[src/rtl/word_byte_serializer.sv]
// word_byte_serializer: splits a captured word into a byte stream,
// one byte per valid/ready handshake, with no bubble between words.
module word_byte_serializer #(
  parameter int WORD_BYTES = 2,
  parameter bit MSB_FIRST  = 1'b0
) (
  input  logic                          clk,
  input  logic                          reset,
  input  logic [8*WORD_BYTES-1:0]       word_in,
  input  logic                          word_valid,
  output logic                          word_ready,
  input  logic                          abort,
  output logic [7:0]                    byte_out,
  output logic                          byte_valid,
  input  logic                          byte_ready,
  output logic [$clog2(WORD_BYTES)-1:0] byte_index,
  output logic                          byte_last,
  output logic                          busy
);

  localparam int W  = 8 * WORD_BYTES;
  localparam int CW = $clog2(WORD_BYTES);
  localparam logic [CW-1:0] CNT_LAST = CW'(WORD_BYTES - 1);

  typedef enum logic {
    S_IDLE,
    S_SEND
  } state_t;

  state_t          state_q, state_d;
  logic [CW-1:0]   cnt_q, cnt_d;
  logic [W-1:0]    word_q, word_d;
  logic [7:0]      byte_out_q, byte_out_d;
  logic [CW-1:0]   idx_q, idx_d;
  logic            last_q, last_d;

  logic            sending;
  logic            at_last;
  logic            byte_acc;
  logic            word_acc;

  assign sending  = (state_q == S_SEND);
  assign at_last  = (cnt_q == CNT_LAST);
  assign byte_acc = sending && byte_ready;

  // Ready may open on the final byte so the next word loads bubble-free.
  assign word_ready = !abort && (!sending || (byte_acc && at_last));
  assign word_acc   = word_valid && word_ready;

  always_comb begin
    state_d = state_q;
    cnt_d   = cnt_q;
    word_d  = word_q;
    if (abort) begin
      state_d = S_IDLE;
      cnt_d   = '0;
    end else if (word_acc) begin
      state_d = S_SEND;
      cnt_d   = '0;
      word_d  = word_in;
    end else if (byte_acc) begin
      if (at_last) begin
        state_d = S_IDLE;
        cnt_d   = '0;
      end else begin
        cnt_d = cnt_q + CW'(1);
      end
    end
  end

  // Output byte is computed from next-state so it is registered.
  always_comb begin
    if (MSB_FIRST) begin
      idx_d = CNT_LAST - cnt_d;
    end else begin
      idx_d = cnt_d;
    end
    byte_out_d = '0;
    for (int i = 0; i < WORD_BYTES; i++) begin
      if (idx_d == CW'(i)) begin
        byte_out_d = word_d[8*i +: 8];
      end
    end
    last_d = (state_d == S_SEND) && (cnt_d == CNT_LAST);
  end

  always_ff @(posedge clk or posedge reset) begin
    if (reset) begin
      state_q    <= S_IDLE;
      cnt_q      <= '0;
      word_q     <= '0;
      byte_out_q <= '0;
      idx_q      <= '0;
      last_q     <= 1'b0;
    end else begin
      state_q    <= state_d;
      cnt_q      <= cnt_d;
      word_q     <= word_d;
      byte_out_q <= byte_out_d;
      idx_q      <= idx_d;
      last_q     <= last_d;
    end
  end

  assign byte_out   = byte_out_q;
  assign byte_index = idx_q;
  assign byte_last  = last_q;
  assign byte_valid = sending;
  assign busy       = sending;

endmodule

[config.mk]
export PLATFORM = sky130hd
export DESIGN_NAME = word_byte_serializer
export DESIGN_NICKNAME = d
export VERILOG_FILES = /design/src/rtl/word_byte_serializer.sv
export SDC_FILE = /design/constraint.sdc
export NUM_CORES = 1
export LEC_CHECK = 0
export CORE_ASPECT_RATIO = 1.4
export CORE_MARGIN = 2
export CORE_UTILIZATION = 35
export CTS_BUF_LIST = sky130_fd_sc_hd__clkbuf_16
export DETAILED_ROUTE_END_ITERATION = 10
export HOLD_SLACK_MARGIN = 0.15
export PLACE_DENSITY = 0.69
export SYNTH_ARGS = -nofsm -noshare
export SYNTH_HDL_FRONTEND = slang
export SYNTH_SLANG_ARGS = --single-unit
[constraint.sdc]
create_clock -name clk -period 3.2 [get_ports clk]
set_input_delay 0.96 -clock clk [delete_from_list [all_inputs] [get_ports clk]]
set_output_delay 0.96 -clock clk [all_outputs]
set_load 0.1 [all_outputs]
# [Word level (Yosys, flattened, before mapping)]
# Index checks and enable logic that the tools add are counted.
[totals] register_bits=27 input_bits=21 output_inout_bits=13 wordCells=25
[classes] addsub=1 n_mux=11 n_reduce_logical=8
[op_table] cell="$mux W16" count=2
[op_table] cell="$mux W1" count=8
[op_table] cell="$mux W8" count=1
[op_table] cell="$logic_and A1 B1 Y1" count=5
[op_table] cell="$logic_not A1 Y1" count=2
[op_table] cell="$add A1 B1 Y1 const B" count=1
[op_table] cell="$logic_or A1 B1 Y1" count=1

# [Logic depth before layout (Yosys ltp)]
[logic_depth] word_depth=8 mapped_depth=7 mapped_depth_nobuf=5

# [Worst setup path after synthesis]
# Ideal clock, no wire load.
[synth_path] path_type="register to output" from="register state_q (netlist: busy)" to="output port word_ready" arrival_time_ns=2.997 required_ns=2.240 path_slack_ns=-0.757 path_stages_with_launch=6 path_buffers=1 path_cell_list="dfrtp_1 and2_1 ha_1 nand2b_1 buf_2 nor2b_1"
[synth_between] elab_chain_cells=4 elab_cells_between_ends=5 cone_classes="reduce/logical (5)"
[synth_lines] item="start, declared" line="30" source="state_t state_q, state_d;"
[synth_lines] item="start signal, assigned" line="96" source="state_q <= state_d;"
[synth_lines] item="$logic_and A1 B1 Y1" line="44" source="assign byte_acc = sending && byte_ready;"
[synth_lines] item="$logic_and A1 B1 Y1" line="47" source="assign word_ready = !abort && (!sending || (byte_acc && at_last));"
[synth_lines] item="$logic_or A1 B1 Y1 (*)" line="47"
[synth_lines] item="$logic_and A1 B1 Y1 (*)" line="47"
[synth_lines] item="end, declared" line="11" source="output logic word_ready,"
# Every way passes the cells marked *; elsewhere a longest branch is shown, timed or not.

# [Worst setup path after layout]
[layout_path] from="input port byte_ready" to="output port word_ready"
[layout_between] elab_chain_cells=4
[layout_lines] item="start, declared" line="15" source="input logic byte_ready,"
[layout_lines] item="$logic_and A1 B1 Y1" line="44"
[layout_lines] item="$logic_and A1 B1 Y1" line="47"
[layout_lines] item="$logic_or A1 B1 Y1" line="47"
[layout_lines] item="$logic_and A1 B1 Y1" line="47"
# No other way between the ends.

==> flow_metrics.tcl <==
set metrics [dict create \
    status "complete, no violations" \
    synth.avg_cell_area_sq_um 10.24 \
    crit_required_ps 2240 \
    cts_made_buffers 3 \
    wl_met1_mm 1.021 \
    grt_pass1_vias 976 \
    crit_type "input port to output port" \
    dp_hpwl_mm 1.769 \
    dr.pass1.iters 6 \
    final.min_clock_period_ps 3155 \
    place_area_sq_um 1496 \
    die_x_microns 52.60 \
    relSlewSlack 0.5424 \
    ctsResizeCount 0 \
    tightest_slew_ps 684.9 \
    ant_nets 0 \
    synth_nets 135 \
    hold_viol_final 0 \
    cts_tree "done" \
    worstPathArrival_ps 2190 \
    clockBufferDepth 2 \
    p_per_area_nw_per_um2 719.3 \
    dr.max_layer_used "met4" \
    final_cells 185 \
    track_usage 0.1452 \
    fin_skew_ps 2.368 \
    cts_max_level 1 \
    dp.cells 181 \
    grt.overflow.total 0 \
    routed-wl-met2_mm 1.431 \
    maxCapViolations 0 \
    postCtsHoldBufs 0 \
    path_clk_slew_ps 60 \
    fp.dieH_microns 72.04 \
    antenna_found_initial 0 \
    ys_seq_elements 27 \
    avgRoutedWirePerCell_microns 13.86 \
    fillers 307 \
    vias_per_cell 5.032 \
    synth_area_sq_um 1157 \
    endpoint_kind "output port" \
    gp_congestion 0.7526 \
    fp.dieArea_sq_um 3789 \
    rsz0062_at_grt "no" \
    holdCritPathClass "flop to flop" \
    io_buffers 33 \
    wl_mm 2.565 \
    startpoint_type "input port" \
    cts_setup_buffers 0 \
    drt_iter0_drc 55 \
    vias 931 \
    pin_count 34 \
    cellLeakagePower_nw 0.7593 \
    grt_start_max_net_pins 28 \
    start_util 0.3671 \
    cts_root_buffer "clkbuf_16" \
    cts.sinks 27 \
    final.setup.tns_ps 0 \
    wl_met3_microns 84 \
    grt_pass1_wl_mm 4.209 \
    syn_inst 113 \
    insertion_delay_ps 260 \
    fp.coreArea_sq_um 3153 \
    synth_cell_type_count 19 \
    ir_worst_vdd_v 0.0003455 \
    drc 0 \
    finalCritPeriodShare 0.9858 \
    max_freq_mhz 317.0 \
    drive_above_1_share 0.1644 \
    yosysWarnings 0 \
    syn2layout_area_growth_pct 36.22 \
    stdcell_area_sq_um 1577 \
    rows 24 \
    drv_slew 0 \
    ys_seq_area_frac 0.5838 \
    antenna_cells 0 \
    setup-violations-final 0 \
    final_nets 169 \
    crit_path_max_fanout 2 \
]
==> path summary, 6_finish.rpt <==
check / slack, ps / depth (start not counted) / end / startpoint
setup / recovery: 50 / 6 / word_ready / byte_ready
hold / removal: 530 / 2 / byte_out[3] / word_q[11]
setup reg to reg: 1120 / 6 / byte_out[2] / busy
hold reg to reg: 530 / 2 / byte_out[3] / word_q[11]
max in group asynchronous: 1890 / 3 / byte_out[3] / reset
min in group asynchronous: 1060 / 3 / word_q[7] / reset
==> final cells by class <==
cell class / instances / area, sq um / area share
tap: 39 / 48.80 / 0.03095
inverter: 25 / 93.84 / 0.05952
sequential: 27 / 675.6 / 0.4286
multi-input combinational: 53 / 337.8 / 0.2143
clock inverter: 1 / 5.005 / 0.003175
timing repair buffer: 37 / 340.3 / 0.2159
clock buffer: 3 / 75.07 / 0.04762
==> stage by stage <==
| step | total power (W) | setup slack (ps) | utilization | hold slack [ps] |
|---|---|---|---|---|
| after floorplan | 0.0007531 | 65.88 | - | 498.5 |
| after global placement | 0.0008517 | 101.8 | 0.4746 | 508.4 |
| after detailed placement | 0.0008613 | 40.50 | 0.4746 | 521.0 |
| after CTS | 0.001142 | 34.52 | 0.5000 | 533.1 |
| after global routing | 0.001189 | 17.10 | 0.5000 | 551.0 |
| final | 0.001134 | 45.41 | 0.5000 | 534.5 |
==> flip-flops by register name, indices dropped and copies added (netlist names) <==
signal / count
byte_last: 1
word_q: 16
byte_index: 1
byte_out: 8
busy: 1
==> metal layers <==
| metal | track usage | vias to the layer above |
|---|---|---|
| met5 | 0 | - |
| met4 | 0.05698 | 0 |
| met3 | 0.02881 | 4 |
| met2 | 0.2542 | 18 |
| met1 | 0.1705 | 466 |
| li1 | - | 443 |
==> report_power, final <==
part	total (W)	leakage [nW]	switching [W]	internal (W)
clock network	0.000279	0.0409	0.000111	0.000168
logic	0.000427	0.387	0.000319	0.000108
registers	0.000428	0.332	0.0000199	0.000408
==> cell families after synthesis <==
group                      Yosys count  synth area share
DFF                                 27            0.5838
AOI/OAI and AO/OA                   27            0.1589
adders and majority gates            1           0.01081
and+or+nand+nor                     25            0.1157
buffers and inverters               33            0.1308
==> worst max-delay path, stage by stage <==
cell and delay [ps]:
clkdlybuf4s50_1 420, and2_1 170, ha_1 180, nand2b_1 160, nor2b_4 140, buf_12 160
==> synthesized netlist by cell type (all sizes together) <==
cell	count	area, sq um
o21bai	1	7.510
o21ai	16	80.08
dfrtp	27	675.7
a222oi	8	80.08
inv	25	93.84
ha	1	12.51
nand2	2	7.510
a21oi	1	8.760
and3	1	6.260
clkbuf	3	11.26
nand2b	2	12.51
nor2b	2	12.51
a21boi	1	7.510
buf	5	46.29
nand3	16	80.08
and2	2	15.02
==> cell usage in the layout (no fill, tap or decap) <==
cell             count
a222oi_1             8
clkinv_2             1
clkdlybuf4s50_1     20
and2_1               1
o21bai_1             1
nand2b_1             2
nand3_1             16
o21ai_0             16
clkbuf_16            3
nor2b_4              1
nor2b_1              1
buf_12               1
ha_1                 1
and2_4               1
a21boi_1             1
inv_1               25
dfrtp_1             27
and3_1               1
a21oi_2              1
buf_4               16
nand2_1              2
Power figures use the tool's default switching activity.
